==> src/rtl/stopwatch_pkg.sv <==
// Shared types and default sizing for the stopwatch control slice.
package stopwatch_pkg;

    typedef enum logic [1:0] {
        IDLE  = 2'd0,
        RUN   = 2'd1,
        LAP   = 2'd2,
        PAUSE = 2'd3
    } sw_state_t;

    localparam int DEF_TICKS_PER_MS = 1000;
    localparam int DEF_CNT_W        = 32;

endpackage

==> src/rtl/ms_tick_gen.sv <==
// Millisecond prescaler: counts enabled clk cycles and emits a registered tick
// plus a same-cycle carry so the owner can bump its count on the tick edge.
module ms_tick_gen
    import stopwatch_pkg::*;
#(
    parameter int TICKS_PER_MS = DEF_TICKS_PER_MS
) (
    input  logic clk,
    input  logic reset,
    input  logic en,
    input  logic zero,
    output logic tick,
    output logic carry
);

    localparam int            PW   = $clog2(TICKS_PER_MS);
    localparam logic [PW-1:0] LAST = PW'(TICKS_PER_MS - 1);

    logic [PW-1:0] presc_r;
    logic          tick_r;

    assign carry = en & (presc_r == LAST);
    assign tick  = tick_r;

    // Prescaler advance; holds its value while disabled so a resume continues mid-ms.
    always_ff @(posedge clk) begin
        if (reset) begin
            presc_r <= '0;
            tick_r  <= 1'b0;
        end else if (zero) begin
            presc_r <= '0;
            tick_r  <= 1'b0;
        end else if (carry) begin
            presc_r <= '0;
            tick_r  <= 1'b1;
        end else if (en) begin
            presc_r <= presc_r + PW'(1);
            tick_r  <= 1'b0;
        end else begin
            tick_r  <= 1'b0;
        end
    end

endmodule

==> src/rtl/stopwatch_ctrl.sv <==
// Stopwatch sequencer: button edge detection, run/lap/pause FSM, elapsed-ms
// count with sticky wrap flag, and the lap-frozen display mux.
module stopwatch_ctrl
    import stopwatch_pkg::*;
#(
    parameter int TICKS_PER_MS = DEF_TICKS_PER_MS,
    parameter int CNT_W        = DEF_CNT_W
) (
    input  logic             clk,
    input  logic             reset,
    input  logic             start_stop,
    input  logic             lap,
    input  logic             clear,
    output logic [CNT_W-1:0] elapsed,
    output logic [CNT_W-1:0] display,
    output logic             ms_tick,
    output logic             running,
    output logic             lap_active,
    output logic             overflow
);

    if (TICKS_PER_MS < 2) begin : g_bad_ticks
        $fatal(1, "stopwatch_ctrl: TICKS_PER_MS must be >= 2");
    end

    sw_state_t        state_r;
    sw_state_t        state_nxt_s;
    logic             ss_prev_r;
    logic             lap_prev_r;
    logic             clr_prev_r;
    logic             ss_edge_s;
    logic             lap_edge_s;
    logic             clr_edge_s;
    logic             count_en_s;
    logic             presc_zero_s;
    logic             do_clear_s;
    logic             lap_load_s;
    logic             carry_s;
    logic             tick_s;
    logic [CNT_W-1:0] elapsed_r;
    logic [CNT_W-1:0] lap_reg_r;
    logic             overflow_r;

    assign ss_edge_s  = start_stop & ~ss_prev_r;
    assign lap_edge_s = lap & ~lap_prev_r;
    assign clr_edge_s = clear & ~clr_prev_r;
    assign count_en_s = (state_r == RUN) | (state_r == LAP);

    // Button history; also loads during reset so a held button yields no edge afterwards.
    always_ff @(posedge clk) begin
        ss_prev_r  <= start_stop;
        lap_prev_r <= lap;
        clr_prev_r <= clear;
    end

    // Next-state decode; within each state the first valid edge in clear > start_stop > lap wins.
    always_comb begin
        state_nxt_s  = state_r;
        presc_zero_s = 1'b0;
        do_clear_s   = 1'b0;
        lap_load_s   = 1'b0;
        case (state_r)
            IDLE: begin
                if (ss_edge_s) begin
                    state_nxt_s  = RUN;
                    presc_zero_s = 1'b1;
                end else begin
                    state_nxt_s  = IDLE;
                end
            end
            RUN: begin
                if (ss_edge_s) begin
                    state_nxt_s = PAUSE;
                end else if (lap_edge_s) begin
                    state_nxt_s = LAP;
                    lap_load_s  = 1'b1;
                end else begin
                    state_nxt_s = RUN;
                end
            end
            LAP: begin
                if (ss_edge_s) begin
                    state_nxt_s = PAUSE;
                end else if (lap_edge_s) begin
                    state_nxt_s = RUN;
                end else begin
                    state_nxt_s = LAP;
                end
            end
            PAUSE: begin
                if (clr_edge_s) begin
                    state_nxt_s  = IDLE;
                    do_clear_s   = 1'b1;
                    presc_zero_s = 1'b1;
                end else if (ss_edge_s) begin
                    state_nxt_s  = RUN;
                end else begin
                    state_nxt_s  = PAUSE;
                end
            end
            default: begin
                state_nxt_s = IDLE;
            end
        endcase
    end

    // State register.
    always_ff @(posedge clk) begin
        if (reset) begin
            state_r <= IDLE;
        end else begin
            state_r <= state_nxt_s;
        end
    end

    ms_tick_gen #(
        .TICKS_PER_MS (TICKS_PER_MS)
    ) u_tick (
        .clk   (clk),
        .reset (reset),
        .en    (count_en_s),
        .zero  (presc_zero_s),
        .tick  (tick_s),
        .carry (carry_s)
    );

    // Elapsed count, lap snapshot (pre-increment value) and sticky wrap flag.
    always_ff @(posedge clk) begin
        if (reset) begin
            elapsed_r  <= '0;
            lap_reg_r  <= '0;
            overflow_r <= 1'b0;
        end else if (do_clear_s) begin
            elapsed_r  <= '0;
            lap_reg_r  <= '0;
            overflow_r <= 1'b0;
        end else begin
            if (carry_s) begin
                elapsed_r <= elapsed_r + CNT_W'(1);
            end
            if (carry_s && (elapsed_r == {CNT_W{1'b1}})) begin
                overflow_r <= 1'b1;
            end
            if (lap_load_s) begin
                lap_reg_r <= elapsed_r;
            end
        end
    end

    assign elapsed    = elapsed_r;
    assign display    = (state_r == LAP) ? lap_reg_r : elapsed_r;
    assign ms_tick    = tick_s;
    assign running    = count_en_s;
    assign lap_active = (state_r == LAP);
    assign overflow   = overflow_r;

endmodule

==> config.mk <==
export PLATFORM = sky130hd
export DESIGN_NAME = stopwatch_ctrl
export DESIGN_NICKNAME = d
export VERILOG_FILES = /design/src/rtl/stopwatch_pkg.sv /design/src/rtl/ms_tick_gen.sv /design/src/rtl/stopwatch_ctrl.sv
export SDC_FILE = /design/constraint.sdc
export NUM_CORES = 1
export LEC_CHECK = 0
export CORE_AREA = 2 2 78 117
export CTS_CLUSTER_DIAMETER = 60
export CTS_CLUSTER_SIZE = 28
export DETAILED_ROUTE_END_ITERATION = 16
export DIE_AREA = 0 0 80 119
export GPL_ROUTABILITY_DRIVEN = 0
export GPL_TIMING_DRIVEN = 0
export PLACE_DENSITY = 0.78
export SLEW_MARGIN = 20
export SYNTH_ARGS = -nofsm -noshare
export SYNTH_HDL_FRONTEND = slang
export SYNTH_SLANG_ARGS = --single-unit
==> constraint.sdc <==
create_clock -name clk -period 2.1 [get_ports clk]
set_input_delay 0.525 -clock clk [delete_from_list [all_inputs] [get_ports clk]]
set_output_delay 0.525 -clock clk [all_outputs]
set_load 0.01 [all_outputs]
==> run metrics, run 1 <==
Critical Path Fanout Max 5; Slew Viols, Final 0; routed vias/inst 5.42; cell area after layout 5440 sq um; I/O Buffers 72; commonest non-fill, non-tap cells in the layout 83 x nand2_1, 73 x dfxtp_1, 40 x a21oi_1; multi-input gate area in the final layout 2170 sq um; clk_lat worst skew 0.34 ns; clock tree sinks 81; CP Data Arrival Time 1.68 ns; Gate Count Post-Synth 435; Core ar. 8620 sq um; WHS Path Cells 2; routed len/inst 15.9 um; #FFs+latches synth 81; flop2flop setup slack 0.01 ns; Die Area 9520 sq um; fin crit share 105%; initial DRC count 223; RSZ-0062 raised after global routing yes; initial core utilization 42.9%; Crit. End Element output pin; power per cell area 627 nW/um^2; Worst R2R Path Depth 7; Synth area leader dfxtp_1; drt first pass iters 4; Worst slew margin 68.4%; Min-Delay Path Class reg -> reg; synth unique cells 36; most common library cell in the layout ignoring fill and taps nand2_1; Clock Path Buffers 2; Synth top area share 43.8%; IO Count 73; initial antenna violation count 0; first-pass GRT wire length 16,300 um; vias 3,540; Mapped Area 3700 sq um; Worst R2R Start u_tick.presc_r[4]$_SDFFE_PP0P_; Tot GR Track Use 21.7%; DRT antenna net count 0; Hold Vio Cnt, Final 0; final antenna diode count 0; Max Clock Freq 454 MHz; Die Y 119 um; largest net degree at the start of global routing 15; Final min period 2.20 ns; filler cell count 694; Register Area 1640 sq um; CTS tree done; Leak 2.07 nW; actual slew at the worst max-slew pin 0.473 ns; detailed-placement wirelength estimate 6590 um; Mapped Avg Cell Area 8.51 sq um; Placed Area 4590 sq um; yosys warns 0; startpoint types flip-flop; total congestion overflow 0; Area Overhead vs Synth 46.9%; fraction of layout cells with a size suffix above 1 26.2%; Worst EP required 1.57 ns; post-route worst setup slack -0.105 ns; final setup fails 29; vias in the first global route 3,522; status complete, but fails checks; Hold Crit Start lap_reg_r[24]$_SDFFE_PP0P_; placed insts 617; kind of critical path reg -> out; Clock Skews 0.00918 ns; Syn Nets 446; Post-Layout Cell Count 653; WHS Endpoint lap_reg_r[24]$_SDFFE_PP0P_; CTS buffer count 9; final WL 10,400 um; reg-to-reg endpoint elapsed[18]$_SDFFE_PP0P_; clk root buf clkbuf_16; Main synth FF type dfxtp_1; failing checks setup timing; Max-Cap Viols 0; Post-synth EDFFs 0; worst vdd ir 0.000506 V; Clock transition at path regs 0.06 ns; number of H-tree levels 3; sequential cell area fraction in the yosys report 43.8%; Net count, final 549; DRC 0; Final Hold Slack 0.456 ns; Area contributors post-synth dfxtp_1 44%, mux2_2 9.1%, nand2_1 8.4%; standard-cell row count 42; pre-CTS setup slack -0.530 ns; ys async rst share 0%; width of the die 80 um; cts hold-fix bufs 0
cell usage after synthesis (all sizes together), types with 2 or more instances:
cell / n
nand3: 16
o31ai: 2
dfxtp: 81
nand2: 83
mux2: 30
nor3: 5
inv: 5
o21ai: 10
clkbuf: 17
and3: 10
or4: 2
xor2: 22
buf: 7
o22ai: 2
nand2b: 2
nor4: 4
or3: 7
nand4: 17
ha: 6
mux2i: 2
a21oi: 43
nor2: 38
xnor2: 9
nor2b: 6
power by group:
part | leakage, nW | internal [mW] | switching, mW
Combinational | 1.26 | 0.0802 | 0.0981
Sequential | 0.658 | 1.54 | 0.00819
Clock | 0.153 | 1.05 | 0.636
sequential cells by signal (all words and copies together), names as in the netlist:
name,cells
state_r,2
lap_reg_r,32
clr_prev_r,1
elapsed,32
ss_prev_r,1
lap_prev_r,1
u_tick.presc_r,10
overflow,1
u_tick.tick,1
worst max-delay path, cell delays in order (launching register included):
cell	delay, ns
dfxtp_4	0.36
inv_4	0.05
ha_4	0.16
clkbuf_16	0.17
clkbuf_16	0.17
mux2_4	0.30
buf_6	0.13
worst max path at each step:
| stage | start | endpoint | slack (ns) | depth (start not counted) |
|---|---|---|---|---|
| finish | state_r[0]$_SDFF_PP0_ | display[13] | -0.10 | 6 |
| global route | state_r[0]$_SDFF_PP0_ | display[13] | -0.14 | 6 |
| CTS | state_r[0]$_SDFF_PP0_ | display[12] | -0.10 | 6 |
| detailed placement | state_r[0]$_SDFF_PP0_ | display[21] | -0.53 | 6 |
| global placement | state_r[0]$_SDFF_PP0_ | display[19] | -0.49 | 6 |
| floorplan | state_r[0]$_SDFF_PP0_ | elapsed[30]$_SDFFE_PP0P_ | -0.009 | 9 |
cells by family (layout without fill, tap and decap cells):
family	Yosys count	after routing	synth area share, %
xor+xnor	31	31	7.34
flops	81	81	43.8
fa+ha+maj	6	6	2.03
simple gates	195	195	25.3
buf+inv	29	137	3.08
compound gates	61	61	8.79
mux	32	32	9.67
stage by stage:
step	util [%]	setup TNS, ns	power (mW)
global route	63.1	-3.70	3.52
detailed placement	53.2	-39.57	1.72
global placement	53.2	-36.59	1.72
finish	63.1	-2.38	3.41
floorplan	-	-0.00940	1.68
CTS	61.7	-2.77	3.44
per-layer routing:
metal  vias up  GRT usage, %  wire (um)
met3        29          3.26        476
met2       116          38.9       5630
li1       1697             -          -
met4         0          13.2        392
met1      1698          23.2       3860
met5         -             0          0
timing repair:
item / 4_1_cts / 5_1_grt
pin swaps: 18 / 10
setup endpoints to repair: 101 / 89
cloned: 4 / 0
setup buffers: 13 / 8
resized for setup: 212 / 27
cell type report:
class / instances / area share [%]
Sequential cell: 81 / 30.1
Buffer: 19 / 3.27
Timing Repair Buffer: 97 / 17.7
Clock buffer: 10 / 4.21
Multi-Input combinational cell: 325 / 40.0
Tap cell: 110 / 2.53
Clock inverter: 6 / 1.66
Inverter: 5 / 0.437
Note: power is estimated with default switching activity, not from simulation.
==> inputs of run 2 (changes only) <==
--- a/config.mk
+++ b/config.mk
@@ -17,3 +17,4 @@
 export SYNTH_ARGS = -nofsm -noshare
 export SYNTH_HDL_FRONTEND = slang
 export SYNTH_SLANG_ARGS = --single-unit
+export TNS_END_PERCENT = 10
==> run metrics, run 2 (synthesized netlist as in run 1, its figures left out) <==
Core ar. 8620 sq um; number of H-tree levels 3; worst vdd ir 0.000498 V; Internal Power 2.48 mW; detailed-placement wirelength estimate 6710 um; net switching fraction of the power 23.8%; width of the die 80 um; top sig layer met4; Critical Path, Cell by Cell inv_4 > ha_4 > clkbuf_16 > clkbuf_16 > mux2_4 > buf_6; clk root buf clkbuf_16; Crit path top cell by count clkbuf_16; Worst slew margin 68.5%; Worst R2R Path Depth 8; CTS tree done; Critical Path Fanout Max 8; final WL 10,500 um; met3 wire length 419 um; Clock Path Buffers 2; fraction of layout cells with a size suffix above 1 25.4%; clk_lat worst skew 0.34 ns; filler cell count 679; vias 3,482; Slowest-stage cell, CP dfxtp_4; total congestion overflow 0; failing checks setup timing; Clock power frac 46.7%; initial antenna violation count 0; startpoint types flip-flop; largest net degree at the start of global routing 16; IO Count 73; pre-CTS setup slack -0.749 ns; kind of critical path reg -> out; clock tree sinks 81; Hold Crit Start lap_reg_r[24]$_SDFFE_PP0P_; cts hold-fix bufs 0; power per cell area 602 nW/um^2; Post-Layout Cell Count 650; sequential group share of total power 47.8%; I/O Buffers 72; Net count, final 546; Final min period 2.19 ns; status complete, but fails checks; reg-to-reg endpoint elapsed[18]$_SDFFE_PP0P_; actual slew at the worst max-slew pin 0.473 ns; Metal-1 WL 4010 um; Clock Skews 0.0105 ns; routed vias/inst 5.36; fin crit share 104%; commonest non-fill, non-tap cells in the layout 83 x nand2_1, 76 x dfxtp_1, 40 x a21oi_1, 40 x clkdlybuf4s50_1, 38 x nor2_1; standard-cell row count 42; DRT antenna net count 0; WHS Path Cells 2; flop2flop setup slack -0.01 ns; CP Data Arrival Time 1.67 ns; DRC 0; drt first pass iters 4; placed insts 617; Placed Area 4590 sq um; Worst EP required 1.57 ns; post-route worst setup slack -0.0924 ns; Critical Path Max Stage Delay 0.36 ns; Max-Cap Viols 0; Die Area 9520 sq um; total power 3.25 mW; Die Y 119 um; NetSw 0.775 mW; final antenna diode count 0; initial core utilization 42.9%; final setup fails 33; initial DRC count 256; first-pass GRT wire length 16,500 um; cell area after layout 5400 sq um; vias in the first global route 3,444; routed len/inst 16.1 um; Min-Delay Path Class reg -> reg; Worst R2R Start elapsed[1]$_SDFFE_PP0P_; most common library cell in the layout ignoring fill and taps nand2_1; Tot GR Track Use 22.1%; Setup TNS -2.26 ns; Crit. End Element output pin; Hold Vio Cnt, Final 0; Max Clock Freq 456 MHz; RSZ-0062 raised after global routing yes; CTS buffer count 9; WHS Endpoint lap_reg_r[24]$_SDFFE_PP0P_; met2 WL 5810 um; Leak 2.03 nW; Area Overhead vs Synth 45.9%; Slew Viols, Final 0; Clock transition at path regs 0.07 ns; Comb power frac 5.6%
-- run 2: cell count changes in the layout (fill, tap and decap cells not counted), sizes merged --
cell | before | now
clkdlybuf4s50 | 39 | 40
clkinv | 2 | 1
buf | 57 | 53
clkinvlp | 1 | 3
clkdlybuf4s15 | 0 | 1
inv | 6 | 7
dlygate4sd2 | 1 | 0
bufinv | 2 | 0
-- run 2: power by group through the flow --
stage	sequential [mW]	combinational [mW]	clock [mW]
after global routing	1.55	0.194	1.62
after CTS	1.55	0.166	1.53
after global placement	1.59	0.130	0
final	1.55	0.181	1.52
after floorplan	1.59	0.0932	0
after detailed placement	1.59	0.134	0
-- run 2: worst max path at each step --
| stage | startpoint | end | slack, ns |
|---|---|---|---|
| after global routing | state_r[0]$_SDFF_PP0_ | display[30] | -0.13 |
| after detailed placement | state_r[0]$_SDFF_PP0_ | display[16] | -0.75 |
| after CTS | state_r[0]$_SDFF_PP0_ | display[18] | -0.13 |
| final | state_r[0]$_SDFF_PP0_ | display[30] | -0.09 |
| after floorplan | state_r[0]$_SDFF_PP0_ | elapsed[30]$_SDFFE_PP0P_ | -0.009 |
| after global placement | state_r[0]$_SDFF_PP0_ | display[19] | -0.71 |
-- run 2: timing repair --
| action | CTS | global route |
|---|---|---|
| pin swaps | 14 | 6 |
| resized for setup | 210 | 35 |
| gates cloned | 3 | 0 |
| endpoints found under the setup margin | 101 | 93 |
| setup buffers | 6 | 10 |
-- run 2: worst max-delay path, delay by kind of cell, from the launching register on --
kind	cells	cell delay, ns
muxes	1	0.31
buffers and inverters	4	0.50
adders and majority gates	1	0.16
DFF	1	0.36
-- run 2: cell type report --
cell class                 count  area (sq um)  area share (%)
buffer                        22           198            3.66
clock buffer                  10           239            4.42
clock inverter                 6          51.3           0.950
inverter                       5          23.8           0.440
multi-input combinational    325          2190            40.5
sequential                    81          1630            30.2
tap                          110           138            2.55
timing repair buffer          91           933            17.3
-- run 2: stage by stage --
| stage | hold slack (ns) | utilization [%] |
|---|---|---|
| after floorplan | 0.433 | - |
| after global placement | 0.438 | 53.2 |
| after detailed placement | 0.446 | 53.2 |
| after CTS | 0.457 | 60.6 |
| after global routing | 0.476 | 62.7 |
| final | 0.457 | 62.7 |
-- run 2: metal layers --
layer / up-vias / GRT usage (%)
met2: 111 / 40.5
met4: 0 / 8.90
met1: 1662 / 24.0
met3: 15 / 4.47
li1: 1694 / -
met5: - / 0
